[src/rtl/decoder.sv]
// ---------------------------------------------------------------------------
// decoder
//
// Bit-plane decoder. A 16-bit presence mask and a packed payload are
// accepted together. Each mask bit names one bit-plane: bit i of eight
// consecutive bytes, either bytes 0..7 (mask bits 15..8) or bytes 8..15
// (mask bits 7..0). Present planes are stored back to back in the payload,
// starting at bit 127 and working downward. Absent planes decode to zero.
// The FSM handles one mask bit per cycle, from bit 15 down to bit 0, and
// then holds the 128-bit result until the consumer takes it.
//
// Ports
//   clk        in   clock, rising edge
//   rst        in   synchronous, active-high reset
//   in_valid   in   mask/encoded pair is presented
//   in_ready   out  decoder can accept a pair (IDLE only)
//   mask       in   [15:0] plane presence mask
//   encoded    in   [MEM_BW-1:0] packed planes, left-aligned at bit 127
//   out_valid  out  decoded is valid (DONE)
//   out_ready  in   consumer accepts decoded
//   decoded    out  [127:0] reconstructed word, byte 0 in bits 127:120
//   busy       out  high whenever the FSM is not in IDLE
// ---------------------------------------------------------------------------
module decoder #(
  parameter int MEM_BW = 128
) (
  input  logic              clk,
  input  logic              rst,
  input  logic              in_valid,
  output logic              in_ready,
  input  logic [15:0]       mask,
  input  logic [MEM_BW-1:0] encoded,
  output logic              out_valid,
  input  logic              out_ready,
  output logic [127:0]      decoded,
  output logic              busy
);

  typedef enum logic [1:0] {
    IDLE   = 2'd0,
    DECODE = 2'd1,
    DONE   = 2'd2
  } state_t;

  state_t              state_reg, state_next;
  logic [15:0]         mask_reg;
  logic [MEM_BW-1:0]   enc_reg;
  logic [127:0]        acc_reg, acc_next;
  logic [3:0]          plane_reg;
  logic [6:0]          ptr_reg;

  logic                accept;
  logic                plane_present;
  logic [7:0]          plane_bits;
  logic [6:0]          acc_idx [8];

  assign accept        = in_valid && in_ready;
  assign plane_present = mask_reg[plane_reg];

  // Payload bit j of the current plane sits at ptr - j. The pointer only
  // reaches a present plane with at least 8 bits left above bit 0, so the
  // subtraction cannot underflow.
  //
  // Destination of plane bit j: byte b = 8k + j, bit i, which lands at
  // decoded[(15 - b)*8 + i]. With k = ~plane[3] and i = plane[2:0], the
  // index is simply {plane[3], 7 - j, plane[2:0]}.
  generate
    for (genvar gi = 0; gi < 8; gi++) begin : g_plane_bit
      assign plane_bits[gi] = enc_reg[ptr_reg - 7'(gi)];
      assign acc_idx[gi]    = {plane_reg[3], 3'(7 - gi), plane_reg[2:0]};
    end
  endgenerate

  // Absent planes need no action because the accumulator starts cleared.
  always_comb begin
    acc_next = acc_reg;
    if (plane_present) begin
      for (int j = 0; j < 8; j++) begin
        acc_next[acc_idx[j]] = plane_bits[j];
      end
    end
  end

  // ---------------- FSM: state register ----------------
  always_ff @(posedge clk) begin
    if (rst) begin
      state_reg <= IDLE;
    end else begin
      state_reg <= state_next;
    end
  end

  // ---------------- FSM: next-state logic ----------------
  always_comb begin
    state_next = state_reg;
    case (state_reg)
      IDLE: begin
        if (accept) begin
          state_next = (mask != 16'd0) ? DECODE : DONE;
        end
      end
      DECODE: begin
        if (plane_reg == 4'd0) begin
          state_next = DONE;
        end
      end
      DONE: begin
        if (out_ready) begin
          state_next = IDLE;
        end
      end
      default: state_next = IDLE;
    endcase
  end

  // ---------------- FSM: outputs ----------------
  always_comb begin
    in_ready  = 1'b0;
    out_valid = 1'b0;
    busy      = 1'b1;
    case (state_reg)
      IDLE: begin
        in_ready = 1'b1;
        busy     = 1'b0;
      end
      DONE:    out_valid = 1'b1;
      default: ;
    endcase
  end

  assign decoded = acc_reg;

  // ---------------- Datapath ----------------
  // In DECODE and DONE the inputs are not sampled, so upstream may change
  // them freely. The pointer is not stepped after plane 0, which keeps it
  // from wrapping past bit 0 when all 16 planes are present.
  always_ff @(posedge clk) begin
    if (rst) begin
      mask_reg  <= '0;
      enc_reg   <= '0;
      acc_reg   <= '0;
      plane_reg <= 4'd15;
      ptr_reg   <= 7'd127;
    end else begin
      case (state_reg)
        IDLE: begin
          if (accept) begin
            mask_reg  <= mask;
            enc_reg   <= encoded;
            acc_reg   <= '0;
            plane_reg <= 4'd15;
            ptr_reg   <= 7'd127;
          end
        end
        DECODE: begin
          acc_reg <= acc_next;
          if (plane_reg != 4'd0) begin
            plane_reg <= plane_reg - 4'd1;
            if (plane_present) begin
              ptr_reg <= ptr_reg - 7'd8;
            end
          end
        end
        default: ;
      endcase
    end
  end

endmodule

[config.mk]
export PLATFORM = sky130hd
export DESIGN_NAME = decoder
export DESIGN_NICKNAME = d
export VERILOG_FILES = /design/src/rtl/decoder.sv
export SDC_FILE = /design/constraint.sdc
export NUM_CORES = 1
export LEC_CHECK = 0
export BUFFER_PORTS_ARGS = -buffer_cell sky130_fd_sc_hd__buf_2
export CAP_MARGIN = 0
export CORE_AREA = 2 2 212 214
export CTS_CLUSTER_DIAMETER = 30
export CTS_CLUSTER_SIZE = 28
export DETAILED_ROUTE_END_ITERATION = 8
export DIE_AREA = 0 0 214 216
export PLACE_DENSITY_LB_ADDON = 0.12
export REMOVE_ABC_BUFFERS = 1
export SLEW_MARGIN = 20
export SYNTH_ARGS = -nofsm -noshare
export SYNTH_HDL_FRONTEND = slang
export SYNTH_SLANG_ARGS = --single-unit
[constraint.sdc]
create_clock -name clk -period 5 [get_ports clk]
set_input_delay 0.75 -clock clk [delete_from_list [all_inputs] [get_ports clk]]
set_output_delay 0.75 -clock clk [all_outputs]
set_load 0.05 [all_outputs]
==> reports/qor.txt, run 1 <==
Antenna Cells: 0
Post-Route WL: 41.4 mm
Avg Inst Size Synth: 9.05 um2
peak supply drop: 0.000221 V
Mapped Area: 12100 um2
worst setup margin: 1.10 ns
post-DR vias/cell: 4.70
Synth Instances: 1338
EDFF count, synth: 0
I/O Pins: 279
first-iteration detailed-routing DRC count: 533
total die area: 46200 um2
# port buffers: 278
Global Route Usage Sum: 17.9%
clock sink count: 283
Layout Utilization: 37.8%
Synth async-reset ratio: 0%
vias: 10600
Slowest-stage cell, CP: ha_2
Top FF cell, synth: dfxtp_1
Crit Path Max Fanout: 40
Num CTS Buffers: 74
Internal: 6.06 mW
RSZ-0062 raised after global routing: false
CTS Hold Bufs: 0
GPL Wtd Cong: 0.767
CTS root buffer: clkbuf_16
clock power share: 62.7%
switching part of the total: 23.8%
CTS tree: built
sequential cell fraction of total power: 30.3%
Final setup viols: 0
WL per Instance: 18.3 um
clock-pin slew on the worst setup and hold paths: 0.04 ns
top post-synthesis cells by area: dfxtp_1 (47%), nand2_1 (12%), a21oi_1 (7.0%)
Distinct cells, synth: 54
FMAX: 0.256 GHz
global-route wire length before repair: 64.1 mm
Tot Pwr: 7.95 mW
row cnt: 77
Yosys reg bits: 283
ratio of cells with drive above 1 in the final layout: 27.6%
Switch Pwr: 1.89 mW
startpoint types: flop
core area: 43800 um2
Slew @ Worst Pin: 1.15 ns
Setup Fix Bufs, Post-CTS: 0
Die Wd: 214 um
worst path bufs/invs: 3
Arr. time, crit path: 4.33 ns
Critical Path Max Stage Delay: 1.07 ns
final worst path period share: 78.1%
post-cts resize count: 0
dpl cells: 2129
Initial Utilization: 27.6%
most frequent cell after synthesis: nand2_1
initial antenna violation count: 1
Ys Warns: 0
Synth top area share: 46.8%
Final Slew Violations: 0
Max-slew headroom: 23.4%
Area Overhead vs Synth: 36.7%
pwr/cell area: 480 nW/um2
Top delay family on crit path: adder cells
worst clock skew: 0.0209 ns
top cells by count, synth: nand2_1 (403), dfxtp_1 (283), a21oi_1 (169)
vias in the first global route: 10800
kind of critical path: flop to flop
critical path required time: 5.43 ns
logic gate share of total power: 7.0%
gr ovfl total: 0
sequential share of the synthesized area: 46.8%
leading area contributor after synthesis: dfxtp_1
min Tclk post-route: 3.90 ns
Final Hold Viols: 0
Place WS: 1.00 ns
status: finished clean
worst-skew pair later-pin latency: 0.59 ns
CTS H-tree lvls: 3
drt pass-1 iters: 4
fin nets: 1771
Post-DP HPWL: 29.7 mm
setup TNS: 0 ns
max-cap violations: 0
hold crit path type: input port to flop
Chip Height: 216 um
Final ANT Viol Nets: 0
DRC Markers: 0
worst path cell trace: buf_4 > inv_1 > ha_2 > buf_12 > mux4_1 > mux2_2 > o22ai_1 > or3_1 > o21ai_1
Lkg Pwr: 6.98 nW
Setup crit end kind: flop
largest net degree at the start of global routing: 92
fin cells: 2264
Max Root-Sink Buffers: 3
## cells in the final DEF (no fill, tap or decap), drive strengths merged, types with 2 or more instances in the layout
master,synthesis,routed
or2b,3,3
bufinv,0,11
mux4,46,46
a211oi,8,8
buf,29,287
ha,10,10
dfxtp,283,283
a2111oi,2,2
clkbuf,58,98
o21bai,2,2
nand2,404,404
o22ai,14,14
nand2b,6,6
nand3,8,8
clkinv,1,15
inv,7,11
or2,2,2
and2,2,2
nor4,4,4
or3,3,3
o21ai,85,85
a22o,64,64
a21oi,172,172
nor2b,16,16
xnor2,5,5
nor2,29,29
nor3,3,3
mux2i,37,37
and3,9,9
nand4,3,3
mux2,10,10
clkinvlp,0,8
xor2,6,6
## per-stage QoR
stage	hold slack [ns]	area (um2)
finish	0.418	16600
global route	0.407	16600
CTS	0.389	16600
detailed placement	0.439	13900
global placement	0.431	13900
floorplan	0.426	11600
## power groups by stage
stage,combinational [mW],clock [mW],sequential [mW]
after floorplan,0.339,0,2.42
after global placement,0.557,0,2.45
after detailed placement,0.562,0,2.45
after CTS,0.563,5.06,2.41
after global routing,0.618,5.19,2.42
final,0.553,4.98,2.41
## final timing paths
path,startpoint,to,slack (ns),cells after the start
worst max-delay path,ptr_reg[3]$_SDFFE_PP1P_,decoded[19]$_SDFFE_PP0P_,1.10,9
worst min-delay path,encoded[47],enc_reg[47]$_SDFFE_PP0P_,0.42,3
worst min register to register,decoded[15]$_SDFFE_PP0P_,decoded[15]$_SDFFE_PP0P_,0.44,2
worst max register to register,ptr_reg[3]$_SDFFE_PP1P_,decoded[19]$_SDFFE_PP0P_,1.10,9
## metal layers
| layer | wire length (um) | up-vias | GRT usage (%) |
|---|---|---|---|
| li1 | - | 5279 | - |
| met1 | 19700 | 5018 | 24.1 |
| met2 | 19000 | 287 | 28.6 |
| met3 | 1900 | 60 | 3.71 |
| met4 | 813 | 2 | 5.66 |
| met5 | 8 | - | 0 |
## final cells by class
| type | count | area, um2 |
|---|---|---|
| tap | 592 | 741 |
| clock buffer | 98 | 2090 |
| inverter | 8 | 30.0 |
| clock inverter | 37 | 571 |
| multi-input combinational | 959 | 5980 |
| timing repair buffer | 287 | 1480 |
| sequential | 283 | 5670 |
| fill | 4541 | 27300 |
## cell families (layout without fill, tap and decap cells)
kind of cell | Yosys count | in the layout | share of synthesized area, %
AND/OR/NAND/NOR | 493 | 493 | 16.5
AO/OA/AOI/OAI | 352 | 352 | 17.4
flip-flops | 283 | 283 | 46.8
buffers and inverters | 96 | 430 | 4.09
multiplexers | 93 | 93 | 13.3
XOR/XNOR | 11 | 11 | 0.919
adder cells (fa/ha/maj) | 10 | 10 | 1.03
## tightest hold or removal path: stages
cell and delay (ns):
buf_2 0.09, nand2_1 0.05, a21oi_1 0.05
(Power assumes the default switching activity.)
==> run 2: changes to the inputs <==
clock period = 3.4 ns   (was 5 ns; I/O delays follow)
==> reports/qor.txt, run 2 (same netlist as run 1, synthesis figures left out) <==
global-route wire length before repair: 63.3 mm (was 64.1 mm)
Arr. time, crit path: 3.58 ns (was 4.33 ns)
Max Root-Sink Buffers: 3 (unchanged)
sequential cell fraction of total power: 31.8% (was 30.3%)
final worst path period share: 90.9% (was 78.1%)
status: finished clean (unchanged)
worst clock skew: 0.0194 ns (was 0.0209 ns)
GR peak layer: met2 (unchanged)
setup TNS: 0 ns (unchanged)
M1 GR Usage: 23.8% (was 24.1%)
Final Slew Violations: 0 (unchanged)
post-DR vias/cell: 4.74 (was 4.70)
Setup crit end kind: flop (unchanged)
drt pass-1 iters: 5 (was 4)
Internal: 8.54 mW (was 6.06 mW)
worst-skew pair later-pin latency: 0.56 ns (was 0.59 ns)
Final ANT Viol Nets: 0 (unchanged)
hold crit path type: input port to flop (unchanged)
Final setup viols: 0 (unchanged)
Post-DP HPWL: 30.1 mm (was 29.7 mm)
Crit Path Max Fanout: 18 (was 40)
Post-Route WL: 41.7 mm (was 41.4 mm)
Setup Fix Bufs, Post-CTS: 0 (unchanged)
kind of critical path: flop to flop (unchanged)
Register Area: 5670 um2 (unchanged)
DRC Markers: 0 (unchanged)
Global Route Usage Sum: 17.7% (was 17.9%)
commonest non-fill, non-tap cells in the layout: nand2_1 (402), dfxtp_1 (282), buf_2 (277) (unchanged)
Switch Pwr: 2.60 mW (was 1.89 mW)
CTS root buffer: clkbuf_16 (unchanged)
ratio of cells with drive above 1 in the final layout: 27.7% (was 27.6%)
critical path required time: 3.89 ns (was 5.43 ns)
GR Util met2: 28.3% (was 28.6%)
I/O Pins: 279 (unchanged)
vias: 10800 (was 10600)
min Tclk post-route: 3.09 ns (was 3.90 ns)
R2R cell count: 9 (unchanged)
FMAX: 0.324 GHz (was 0.256 GHz)
fin nets: 1787 (was 1771)
WL per Instance: 18.3 um (about the same)
clock power share: 60.6% (was 62.7%)
core area: 43800 um2 (unchanged)
Min-Delay Path Depth: 3 (unchanged)
startpoint types: flop (unchanged)
CTS tree: built (unchanged)
Area Overhead vs Synth: 36.0% (was 36.7%)
fillers: 4549 (was 4541)
GR Util met3: 3.90% (was 3.71%)
Slew @ Worst Pin: 1.15 ns (about the same)
commonest non-fill, non-tap cell in the layout: nand2_1 (unchanged)
Chip Height: 216 um (unchanged)
largest net degree at the start of global routing: 132 (was 92)
initial antenna violation count: 0 (was 1)
Antenna Cells: 0 (unchanged)
RSZ-0062 raised after global routing: false (unchanged)
gr ovfl total: 0 (unchanged)
total die area: 46200 um2 (unchanged)
row cnt: 77 (unchanged)
peak supply drop: 0.000322 V (was 0.000221 V)
logic gate share of total power: 7.6% (was 7.0%)
switching part of the total: 23.4% (was 23.8%)
clock-pin slew on the worst setup and hold paths: 0.04 ns (about the same)
Final Hold Viols: 0 (unchanged)
# port buffers: 278 (unchanged)
first-iteration detailed-routing DRC count: 633 (was 533)
CTS Hold Bufs: 0 (unchanged)
Die Wd: 214 um (unchanged)
Max-slew headroom: 23.5% (was 23.4%)
GPL Wtd Cong: 0.751 (was 0.767)
clock sink count: 283 (unchanged)
post-cts resize count: 0 (unchanged)
pwr/cell area: 676 nW/um2 (was 480 nW/um2)
CTS H-tree lvls: 3 (unchanged)
Tot Pwr: 11.1 mW (was 7.95 mW)
area taken by multi-input logic gates: 5970 um2 (was 5980 um2)
Num CTS Buffers: 74 (unchanged)
Initial Utilization: 27.6% (unchanged)
max-cap violations: 0 (unchanged)
vias in the first global route: 10700 (was 10800)
Lkg Pwr: 6.99 nW (was 6.98 nW)
[run 2: final timing paths]
path	startpoint	to	slack [ns]
min reg2reg	decoded[14]$_SDFFE_PP0P_	decoded[14]$_SDFFE_PP0P_	0.44
max	ptr_reg[1]$_SDFFE_PP1P_	decoded[2]$_SDFFE_PP0P_	0.31
max reg2reg	ptr_reg[1]$_SDFFE_PP1P_	decoded[2]$_SDFFE_PP0P_	0.31
min	encoded[18]	enc_reg[18]$_SDFFE_PP0P_	0.19
[run 2: cell type report]
class	count	area share, %
Multi-Input combinational cell	959	36.3
Sequential cell	283	34.4
Clock buffer	99	12.7
Timing Repair Buffer	303	9.85
Tap cell	592	4.50
Clock inverter	30	2.13
Inverter	8	0.182
[run 2: metal layers]
layer | wire length, um | vias to the layer above
li1 | - | 5300
met1 | 19700 | 5099
met2 | 19100 | 301
met3 | 1940 | 72
met4 | 968 | 0
met5 | 0 | -
[run 2: critical path: stages, from the launching register on]
cell	delay, ns
dfxtp_2	0.33
clkinv_1	0.08
ha_2	0.65
mux2_2	0.26
nor2_1	0.04
a2111oi_1	0.39
a41o_1	0.14
a21oi_1	0.05
o21ai_2	0.79
a22o_1	0.27
[run 2: through the flow]
| step | hold WS [ns] | std cells | worst slack (ns) | util [%] | cell area (um2) |
|---|---|---|---|---|---|
| 6_report | 0.190 | 2274 | 0.311 | 37.6 | 16500 |
| 5_1_grt | 0.168 | 2274 | 0.112 | 37.6 | 16500 |
| 4_1_cts | 0.160 | 2274 | 0.283 | 37.6 | 16500 |
| 3_5_place_dp | 0.440 | 2145 | 0.323 | 32.0 | 14000 |
| 3_3_place_gp | 0.434 | 2145 | 0.332 | 32.0 | 14000 |
| 2_1_floorplan | 0.426 | 1250 | -2.61 | - | 11600 |
[run 2: power by group through the flow]
stage                     combinational (mW)  sequential, mW  clock, mW
after detailed placement               0.857            3.60          0
after CTS                              0.861            3.55       6.87
final                                  0.846            3.55       6.75
after global placement                 0.851            3.60          0
after floorplan                        0.498            3.56          0
after global routing                   0.936            3.56       7.07
==> run 3: changes to the inputs <==
CELL_PAD_IN_SITES_DETAIL_PLACEMENT = 1   (was unset)
CELL_PAD_IN_SITES_GLOBAL_PLACEMENT = 1   (was unset)
==> reports/qor.txt, run 3 (same netlist as run 1, synthesis figures left out) <==
status: finished clean (unchanged)
WL per Instance: 19.7 um (was 18.3 um)
Die Wd: 214 um (unchanged)
RSZ-0062 raised after global routing: false (unchanged)
CTS H-tree lvls: 3 (unchanged)
Internal: 9.24 mW (was 8.54 mW)
Arr. time, crit path: 3.52 ns (was 3.58 ns)
Final ANT Viol Nets: 0 (unchanged)
post-cts resize count: 0 (unchanged)
CTS Hold Bufs: 0 (unchanged)
fillers: 5080 (was 4549)
DRC Markers: 0 (unchanged)
post-DR vias/cell: 4.77 (was 4.74)
vias: 10900 (was 10800)
Initial Utilization: 27.6% (unchanged)
switching part of the total: 23.2% (was 23.4%)
Switch Pwr: 2.79 mW (was 2.60 mW)
worst clock skew: 0.0299 ns (was 0.0194 ns)
initial antenna violation count: 0 (unchanged)
global-route wire length before repair: 68.8 mm (was 63.3 mm)
Num CTS Buffers: 76 (was 74)
worst-skew pair later-pin latency: 0.58 ns (was 0.56 ns)
kind of critical path: flop to flop (unchanged)
I/O Pins: 279 (unchanged)
gr ovfl total: 0 (unchanged)
largest net degree at the start of global routing: 88 (was 132)
sequential cell fraction of total power: 29.5% (was 31.8%)
Final setup viols: 0 (unchanged)
core area: 43800 um2 (unchanged)
row cnt: 77 (unchanged)
Lkg Pwr: 7.16 nW (was 6.99 nW)
vias in the first global route: 11600 (was 10700)
first-iteration detailed-routing DRC count: 604 (was 633)
Area Overhead vs Synth: 39.1% (was 36.0%)
Tot Pwr: 12.0 mW (was 11.1 mW)
Max Root-Sink Buffers: 3 (unchanged)
CTS tree: built (unchanged)
pwr/cell area: 714 nW/um2 (was 676 nW/um2)
Min-Delay Path Depth: 3 (unchanged)
clock sink count: 283 (unchanged)
fin cells: 2289 (was 2274)
min Tclk post-route: 3.07 ns (was 3.09 ns)
FMAX: 0.325 GHz (was 0.324 GHz)
hold crit path type: input port to flop (unchanged)
logic gate share of total power: 7.1% (was 7.6%)
Max-slew headroom: 32.5% (was 23.5%)
commonest non-fill, non-tap cell in the layout: nand2_1 (unchanged)
startpoint types: flop (unchanged)
Final Slew Violations: 0 (unchanged)
ratio of cells with drive above 1 in the final layout: 28.9% (was 27.7%)
critical path required time: 3.85 ns (was 3.89 ns)
Final Hold Viols: 0 (unchanged)
Antenna Cells: 0 (unchanged)
Setup crit end kind: flop (unchanged)
R2R cell count: 8 (was 9)
# port buffers: 278 (unchanged)
final worst path period share: 90.4% (was 90.9%)
total die area: 46200 um2 (unchanged)
Crit Path Max Fanout: 17 (was 18)
Post-DP HPWL: 32.5 mm (was 30.1 mm)
CTS root buffer: clkbuf_16 (unchanged)
fin nets: 1797 (was 1787)
dpl cells: 2153 (was 2145)
GPL Wtd Cong: 0.779 (was 0.751)
clock-pin slew on the worst setup and hold paths: 0.05 ns (was 0.04 ns)
peak supply drop: 0.000301 V (was 0.000322 V)
drt pass-1 iters: 4 (was 5)
clock power share: 63.4% (was 60.6%)
Setup Fix Bufs, Post-CTS: 0 (unchanged)
max-cap violations: 0 (unchanged)
Chip Height: 216 um (unchanged)
Global Route Usage Sum: 19.2% (was 17.7%)
Slew @ Worst Pin: 1.01 ns (was 1.15 ns)
commonest non-fill, non-tap cells in the layout: nand2_1 (402), dfxtp_1 (282), buf_2 (277) (unchanged)
Post-Route WL: 45.0 mm (was 41.7 mm)
run 3: changes by cell type in the layout (fill, tap and decap cells not counted), moves of 2 or more:
cell,previous run,this run
clkbuf_1,14,5
inv_6,2,5
clkinvlp_4,3,7
clkinv_4,3,1
buf_4,22,30
bufinv_16,7,15
run 3: power by group through the flow:
| stage | registers, mW | clock network (mW) | logic (mW) |
|---|---|---|---|
| global placement | 3.61 | 0 | 0.865 |
| detailed placement | 3.61 | 0 | 0.876 |
| global route | 3.56 | 7.98 | 0.955 |
| CTS | 3.55 | 7.77 | 0.879 |
| finish | 3.55 | 7.63 | 0.858 |
| floorplan | 3.56 | 0 | 0.498 |
run 3: stage by stage:
step	area [um2]	TNS (ns)	util [%]	hold slack, ns	setup slack [ns]
5_1_grt	16900	0	38.4	0.172	0.0486
2_1_floorplan	11600	-367.45	-	0.426	-2.61
4_1_cts	16800	0	38.4	0.147	0.292
3_5_place_dp	14100	0	32.2	0.439	0.293
6_report	16900	0	38.4	0.180	0.327
3_3_place_gp	14100	0	32.2	0.433	0.383
run 3: layout make-up:
| cell class | instances | area [um2] | area share (%) |
|---|---|---|---|
| clock buffer | 92 | 2090 | 12.4 |
| timing repair buffer | 311 | 1680 | 9.99 |
| tap | 592 | 741 | 4.40 |
| sequential | 283 | 5670 | 33.6 |
| inverter | 8 | 30.0 | 0.178 |
| multi-input combinational | 959 | 5990 | 35.5 |
| clock inverter | 44 | 647 | 3.84 |
run 3: worst paths after layout:
path,slack [ns],start,to
max,0.33,ptr_reg[1]$_SDFFE_PP1P_,decoded[55]$_SDFFE_PP0P_
min,0.18,encoded[73],enc_reg[73]$_SDFFE_PP0P_
max reg2reg,0.33,ptr_reg[1]$_SDFFE_PP1P_,decoded[55]$_SDFFE_PP0P_
min reg2reg,0.45,decoded[21]$_SDFFE_PP0P_,decoded[21]$_SDFFE_PP0P_
run 3: critical path, stage by stage, from the launching register on:
cell and delay (ns):
dfxtp_2 0.42, clkinv_1 0.16, ha_4 0.45, buf_4 0.31, mux4_2 0.52, mux4_2 0.49
a21oi_2 0.14, buf_4 0.27, o21ai_0 0.15
run 3: routing by layer:
metal  GRT usage, %  vias up  routed length (um)
li1               -     5324                   -
met1           23.6     5283               20000
met2           33.5      261               22200
met3           3.99       51                1980
met4           6.36        0                 850
met5              0        -                   0
